$ cat src/rtl/mipi_rx_lane_sync_ctrl.sv
// Link-level MIPI RX lane sync controller: aligner reset sequencing, SYNC lock supervision, skew measurement.
// Optional MIPI_RX_SYNC_STATS_EN adds saturating lock/error counters.
module mipi_rx_lane_sync_ctrl #(
  parameter int unsigned LANES         = 2,
  parameter int unsigned SETTLE_CYCLES = 4,
  parameter int unsigned SYNC_TIMEOUT  = 32,
  parameter int unsigned MAX_SKEW      = 3,
  parameter int unsigned DLY_W         = 2
) (
  input  logic                   clk_i,
  input  logic                   reset_n_i,
  input  logic                   lp_state_i,
  input  logic [LANES-1:0]       aligner_valid_i,
  output logic                   aligner_reset_o,
  output logic                   lanes_valid_o,
  output logic [LANES*DLY_W-1:0] lane_delay_o,
  output logic                   sync_err_o
`ifdef MIPI_RX_SYNC_STATS_EN
  ,
  output logic [7:0]             lock_count_o,
  output logic [7:0]             err_count_o
`endif
);

  localparam int unsigned SW = (SETTLE_CYCLES > 1) ? $clog2(SETTLE_CYCLES) : 1;
  localparam int unsigned HW = $clog2(SYNC_TIMEOUT);
  localparam int unsigned CW = DLY_W + 1;
  localparam logic [SW-1:0] SETTLE_LAST = SW'(SETTLE_CYCLES - 1);
  localparam logic [HW-1:0] HUNT_LAST   = HW'(SYNC_TIMEOUT - 1);
  localparam logic [CW-1:0] SKEW_LIMIT  = CW'(MAX_SKEW + 1);

  typedef enum logic [2:0] {
    S_IDLE,
    S_SETTLE,
    S_HUNT,
    S_LOCKED,
    S_ERROR
  } state_e;

  state_e                 state_q, state_d;
  logic [SW-1:0]          settle_q, settle_d;
  logic [HW-1:0]          hunt_q, hunt_d;
  logic [LANES-1:0]       arr_q, arr_d;
  logic [CW-1:0]          dly_q [LANES];
  logic [CW-1:0]          dly_d [LANES];
  logic [CW-1:0]          dly_inc [LANES];
  logic [LANES-1:0]       arr_now;
  logic                   skew_over;
  logic                   rst_q, rst_d;
  logic                   valid_q, valid_d;
  logic [LANES*DLY_W-1:0] delay_q, delay_d;
  logic                   err_q, err_d;

  always_comb begin
    state_d   = state_q;
    settle_d  = settle_q;
    hunt_d    = hunt_q;
    arr_d     = arr_q;
    dly_d     = dly_q;
    delay_d   = delay_q;
    arr_now   = arr_q | aligner_valid_i;
    skew_over = 1'b0;
    // dly_inc is the skew count including this cycle; a lane arriving now reads 0
    for (int unsigned k = 0; k < LANES; k++) begin
      dly_inc[k] = dly_q[k] + CW'(arr_q[k]);
      if (dly_inc[k] == SKEW_LIMIT) skew_over = 1'b1;
    end

    unique case (state_q)
      S_IDLE: begin
        if (!lp_state_i) begin
          state_d  = S_SETTLE;
          settle_d = '0;
        end
      end
      S_SETTLE: begin
        if (settle_q == SETTLE_LAST) begin
          state_d = S_HUNT;
          hunt_d  = '0;
          arr_d   = '0;
          for (int unsigned k = 0; k < LANES; k++) dly_d[k] = '0;
        end else begin
          settle_d = settle_q + 1'b1;
        end
      end
      S_HUNT: begin
        arr_d = arr_now;
        dly_d = dly_inc;
        if (hunt_q != HUNT_LAST) hunt_d = hunt_q + 1'b1;
        if (skew_over) begin
          state_d = S_ERROR;
        end else if (&arr_now) begin
          state_d = S_LOCKED;
          for (int unsigned k = 0; k < LANES; k++)
            delay_d[k*DLY_W +: DLY_W] = dly_inc[k][DLY_W-1:0];
        end else if (arr_now == '0 && hunt_q == HUNT_LAST) begin
          state_d = S_ERROR;
        end
      end
      S_LOCKED: begin
        if (!(&aligner_valid_i)) state_d = S_ERROR;
      end
      S_ERROR: begin
        state_d = S_ERROR;
      end
      default: state_d = S_IDLE;
    endcase

    if (lp_state_i) state_d = S_IDLE;

    // outputs registered from the next state so they line up with the state register
    rst_d   = !(state_d == S_HUNT || state_d == S_LOCKED);
    valid_d = (state_d == S_LOCKED);
    if (state_d != S_LOCKED) delay_d = '0;
    err_d   = (state_d == S_ERROR) && (state_q != S_ERROR);
  end

  always_ff @(posedge clk_i or negedge reset_n_i) begin
    if (!reset_n_i) begin
      state_q  <= S_IDLE;
      settle_q <= '0;
      hunt_q   <= '0;
      arr_q    <= '0;
      for (int unsigned k = 0; k < LANES; k++) dly_q[k] <= '0;
      rst_q    <= 1'b1;
      valid_q  <= 1'b0;
      delay_q  <= '0;
      err_q    <= 1'b0;
    end else begin
      state_q  <= state_d;
      settle_q <= settle_d;
      hunt_q   <= hunt_d;
      arr_q    <= arr_d;
      dly_q    <= dly_d;
      rst_q    <= rst_d;
      valid_q  <= valid_d;
      delay_q  <= delay_d;
      err_q    <= err_d;
    end
  end

  assign aligner_reset_o = rst_q;
  assign lanes_valid_o   = valid_q;
  assign lane_delay_o    = delay_q;
  assign sync_err_o      = err_q;

`ifdef MIPI_RX_SYNC_STATS_EN
  logic [7:0] lock_cnt_q, err_cnt_q;

  always_ff @(posedge clk_i or negedge reset_n_i) begin
    if (!reset_n_i) begin
      lock_cnt_q <= '0;
      err_cnt_q  <= '0;
    end else begin
      if (state_q == S_HUNT && state_d == S_LOCKED && lock_cnt_q != '1)
        lock_cnt_q <= lock_cnt_q + 1'b1;
      if (err_d && err_cnt_q != '1)
        err_cnt_q <= err_cnt_q + 1'b1;
    end
  end

  assign lock_count_o = lock_cnt_q;
  assign err_count_o  = err_cnt_q;
`endif

endmodule
$ cat config.mk
export PLATFORM = sky130hd
export DESIGN_NAME = mipi_rx_lane_sync_ctrl
export DESIGN_NICKNAME = d
export VERILOG_FILES = /design/src/rtl/mipi_rx_lane_sync_ctrl.sv
export SDC_FILE = /design/constraint.sdc
export NUM_CORES = 1
export LEC_CHECK = 0
export ABC_CLOCK_PERIOD_IN_PS = 2100
export BUFFER_PORTS_ARGS = -buffer_cell sky130_fd_sc_hd__buf_2
export CORE_MARGIN = 1
export CORE_UTILIZATION = 25
export CTS_CLUSTER_DIAMETER = 150
export DETAILED_ROUTE_END_ITERATION = 10
export PLACE_DENSITY = 0.51
export SLEW_MARGIN = 20
export SYNTH_ARGS = -nofsm -noshare
export SYNTH_HDL_FRONTEND = slang
export SYNTH_SLANG_ARGS = --single-unit
$ cat constraint.sdc
create_clock -name clk_i -period 2.1 [get_ports clk_i]
set_input_delay 0.21 -clock clk_i [delete_from_list [all_inputs] [get_ports clk_i]]
set_output_delay 0.21 -clock clk_i [all_outputs]
set_load 0.005 [all_outputs]
# Yosys cells after proc, flatten, opt, wreduce, memory -nomap -nowiden

Cells that the tools add are included.

Register bits after elaboration: 25
Output and inout port bits: 7

Reductions and logical operators: 16
Mux-type cells: 23
Eq/ne operators: 19
Add/subtract/negate cells: 4
Bitwise operators: 1

Operators with widths:

| cell                  | count |
|---|---|
| $mux W3               | 6 |
| $mux W4               | 4 |
| $pmux W3 S5           | 1 |
| $eq A3 B2 Y1 const B  | 4 |
| $eq A3 B3 Y1 const B  | 4 |
| $pmux W6 S2           | 1 |
| $mux W5               | 2 |
| $pmux W5 S2           | 1 |
| $reduce_and A3 Y1     | 3 |
| $ne A2 B2 Y1 const B  | 4 |
| $pmux W2 S2           | 2 |
| $reduce_bool A2 Y1    | 4 |
| $add A3 B1 Y3         | 2 |
| $mux W2               | 3 |
| $mux W6               | 1 |
| $reduce_and A2 Y1     | 3 |
| $add A5 B1 Y5 const B | 1 |
| $eq A5 B5 Y1 const B  | 1 |
| $ne A5 B5 Y1 const B  | 1 |
| $eq A3 B1 Y1 const B  | 1 |
| $logic_not A3 Y1      | 1 |
| $ne A3 B2 Y1 const B  | 1 |
| $ne A3 B3 Y1 const B  | 1 |
| $add A2 B1 Y2 const B | 1 |
| 8 further kinds       | 10 |

# Logic depth before layout (Yosys ltp)

Depth after elaboration: 11
Depth in mapped cells: 7
Gate-level depth less buffers: 7

# Worst setup path before layout

OpenSTA, ideal clock, no wires.

Kind: register to register
Start: reg hunt_q[0]
End: reg hunt_q[0]
Cell stages (with the launch flop): 7
Setup slack: 0.237 ns
Buffers on the path: 0
Period minus slack after synthesis: 1.863 ns
Data required time: 1.975 ns
Data arrival time: 1.738 ns
Path through: dfrtp_1 -> ha_1 -> and3_1 -> ha_1 -> nor4b_2 -> nor2_1 -> mux2_2

Longest elaborated chain between the ends: 3
Elaborated cells on any way between the ends: 6
Classes of those cells: 1 x add/sub; 2 x eq/ne; 2 x mux; 1 x reduce/logical

RTL lines:

| element                                                 | RTL line | RTL |
|---|---|---|
| from (decl)                                             | 42       | `logic [HW-1:0] hunt_q, hunt_d;` |
| from (signal assigned)                                  | 132      | `hunt_q <= hunt_d;` |
| $add A5 B1 Y5 / $ne A5 B5 Y1 (equally long branches)    | 89       | `if (hunt_q != HUNT_LAST) hunt_d = hunt_q + 1'b1;` |
| $mux W5 / $ne A2 B2 Y1 (equally long branches)          | n/a      |  |
| $pmux W5 S2 / $reduce_and A3 Y1 (equally long branches) | n/a      |  |

Parallel ways exist; a longest one is shown, timed or not. The select of a mux whose other input is x is not followed.
A chain may end at the register's enable or synchronous reset.

# Final worst setup path

Start: reg arr_q[1]
End: reg delay_q[2], in the netlist lane_delay_o[2]

Longest elaborated chain between the ends: 11
Elaborated cells on any way between the ends: 21
Classes of those cells: 1 x add/sub; 3 x eq/ne; 10 x mux; 1 x bitwise; 6 x reduce/logical

RTL lines:

| element                                                | RTL line | RTL |
|---|---|---|
| from (decl)                                            | 43       | `logic [LANES-1:0] arr_q, arr_d;` |
| from (signal assigned)                                 | 133      | `arr_q <= arr_d;` |
| branches (longest 11 deep; another with $add A3 B1 Y3) | n/a      |  |
| to (signal assigned)                                   | 137      | `delay_q <= delay_d;` |
| to (decl)                                              | 51       | `logic [LANES*DLY_W-1:0] delay_q, delay_d;` |

Parallel ways; which one is timed is not known. The select of a mux whose other input is x is not followed.

==> results.md <==
* Unique cell type count in the Yosys netlist at 36
* Hold Crit Class: in2reg
* CTS root buf: clkbuf_8
* Number of routed nets with antenna violations at 0
* Sink Count at 25
* Pre-Repair DR Iteration Count at 4
* IO buf count at 11
* Sw power at 0.4189 mW
* Lkg Pwr at 0.7340 nW
* Slew HR at 62.56%
* Pin count of the biggest net entering global routing at 26
* Crit. End Element: flip-flop
* Area of all placed cells without fillers at 1594 um2
* Slew @ Worst Pin at 561.6 ps
* Critical path required time at 2290 ps
* Cells on worst reg2reg path at 7
* Peak VDD IR at 0.3101 mV
* Syn-to-layout area delta at 17.42%
* Starting density of the core at 26.25%
* H-tree depth at 1
* Clock Pin Slew Worst Setup and Hold Paths at 90 ps
* Syn_nets at 144
* Setup crit start kind: flip-flop
* Peak Freq at 526.8 MHz
* Type of the worst setup path: reg2reg
* Final Max Slew Viols at 0
* Unrepaired setup endpoints after global routing: no
* Worst Hold End: arr_q[1]
* Fin crit share at 90.39%
* R2r endpoint: lane_delay_o[2]
* DRT iter0 DRCs at 103
* Core area at 5172 um2
* Crit path time final at 1898 ps
* Die area at 5729 um2
* Skew-Pair Late Insertion Delay at 270 ps
* PnR worst setup slack at 201.8 ps
* Placed Cells at 215
* FP Rows at 26
* Ys async rst share at 100.0%
* Ys flop type: dfrtp_1
* Hold depth at 3
* Pre-CTS WS at 161.8 ps
* Status: finished clean
* Gr ovfl total at 0
* Gate Count Post-Synth at 132
* Routed wire length at 2872 um
* Initial antenna violation count at 0
* Final hold vios at 0
* Antenna fix cells at 0
* CP Data Arrival Time at 2090 ps
* Final Util at 30.82%
* Net Sw Frac at 33.38%
* Reg2reg start: arr_q[1]
* Comb power frac at 29.3%
* Max_cap viols at 0
* Finish-stage setup viols at 0
* Final Power at 1.255 mW
* Routability cong. at 0.7305
* Die X at 75.69 um
* CTS tree: done
* Vias post-DR at 1074
* Syn Std Cell Area at 1358 um2
* Max FO, Critical Path at 7
* Vias in the first global route at 1102
* WL/cell at 13.00 um
* Non-Filler Instances at 221
* Proportion of layout cells with a drive suffix above 1 at 21.19%
* PwrDens at 787.3 nW/um2
* Clk pwr share at 23.5%
* Total GRT Usage at 12.09%
* Io pins at 12
* Setup TNS at 0 ps
* CTS Buf Count at 3
* Pint at 0.8361 mW
* Seq/Total Area, Yosys at 46.18%
* First-pass GRT wire length at 5154 um
* Layout Skew at 4.859 ps
* Synth Area per Inst at 10.28 um2
* Post-CTS sizing at 0
* Synth Register Bits at 25
* Via/cell ratio at 4.860
* R2R setup slack at 200 ps
* Nets at 164
* Cell area after placement at 1531 um2
* Final HPWL DP at 2122 um
* Seq pwr share at 47.2%
* Number of synthesized flops with an enable pin at 0
* Filler cells at 536
* Drc violations at 0
* Die height at 75.69 um
* Worst hold margin at 254.0 ps
* Min-delay src: aligner_valid_i[1]
* Max clock buf depth at 2
* Synth warn at 0
Yosys cell counts (2+ instances only):
master	count	share of area, %
xor2_1	2	1.3
dfrtp_1	24	44
a31oi_1	3	1.4
nand2b_1	3	1.4
nor2_1	15	4.1
a21oi_1	7	2.6
a311oi_1	2	1.3
nand2_1	8	2.2
o21ai_0	9	3.3
a21o_1	3	1.7
buf_2	2	0.74
a22o_1	8	5.2
inv_1	3	0.83
nand4_1	2	0.92
ha_1	7	6.5
nand3_1	8	2.9
a211oi_1	5	2.8
clkbuf_1	3	0.83
worst max-delay path, cell delays in order (launching register included):
cell and delay [ps]:
dfrtp_1 400, ha_1 200, ha_1 340, nor2_1 90, a22oi_4 260, a31oi_1 120
buf_4 180, a211oi_1 210
layer usage:
metal	wire length [um]	vias up	track usage [%]	share of wire, %
li1	-	530	-	-
met1	1398	523	15.47	49
met2	1379	17	20.24	48
met3	61	4	1.720	2.1
met4	33	0	5.556	1.1
met5	0	-	0	0
cell type report:
cell class                 count  area, um2  area share [%]
clock buffer                   4      45.04           2.826
multi-input combinational     99      698.2           43.80
timing repair buffer          20      125.1           7.849
inverter                       3      11.26          0.7064
sequential                    25      626.9           39.32
tap                           70      87.58           5.495
cells in the final DEF, fill, tap and decap left out, types with 5 or more instances in the layout:
cell type / netlist / final
dfrtp_1: 24 / 24
nor2_1: 15 / 15
buf_2: 2 / 11
o21ai_0: 9 / 9
nand3_1: 8 / 8
nand2_1: 8 / 8
a22o_1: 8 / 8
buf_4: 0 / 8
a21oi_1: 7 / 7
ha_1: 7 / 7
a211oi_1: 5 / 5
sequential cells by signal (all words and copies together), names as in the netlist:
signal / cells
aligner_reset_o: 1
arr_q: 2
dly_q: 6
hunt_q: 5
lane_delay_o: 4
lanes_valid_o: 1
settle_q: 2
state_q: 3
sync_err_o: 1
power by group through the flow:
stage	sequential, mW	clock [mW]	combinational, mW
2_1_floorplan	0.595	0	0.265
3_3_place_gp	0.598	0	0.357
3_5_place_dp	0.601	0	0.370
4_1_cts	0.592	0.303	0.375
5_1_grt	0.604	0.320	0.419
6_report	0.592	0.295	0.368
kinds of logic after synthesis:
family	after synthesis	synth area share (%)
AO/OA/AOI/OAI	41	21.75
multiplexers	2	1.567
adder cells (fa/ha/maj)	7	6.451
XOR/XNOR	3	2.489
AND/OR/NAND/NOR	46	19.17
flip-flops	25	46.18
buffers and inverters	8	2.396
worst max-delay path by stage:
| stage | from | depth (start not counted) | endpoint | slack (ps) |
|---|---|---|---|---|
| final | arr_q[1] | 7 | lane_delay_o[2] | 200 |
| after global routing | arr_q[1] | 7 | lane_delay_o[1] | 40 |
| after CTS | arr_q[1] | 7 | lane_delay_o[2] | 140 |
| after detailed placement | arr_q[1] | 7 | lane_delay_o[2] | 160 |
| after global placement | arr_q[1] | 7 | lane_delay_o[0] | 240 |
| after floorplan | hunt_q[0] | 6 | hunt_q[0] | 240 |
timing repair:
item	CTS	global route
hold buffers	1	0
setup buffers	0	1
setup endpoints to repair	0	1
endpoints found under the hold margin	24	0
No activity file was read; power rests on OpenSTA's default activity.
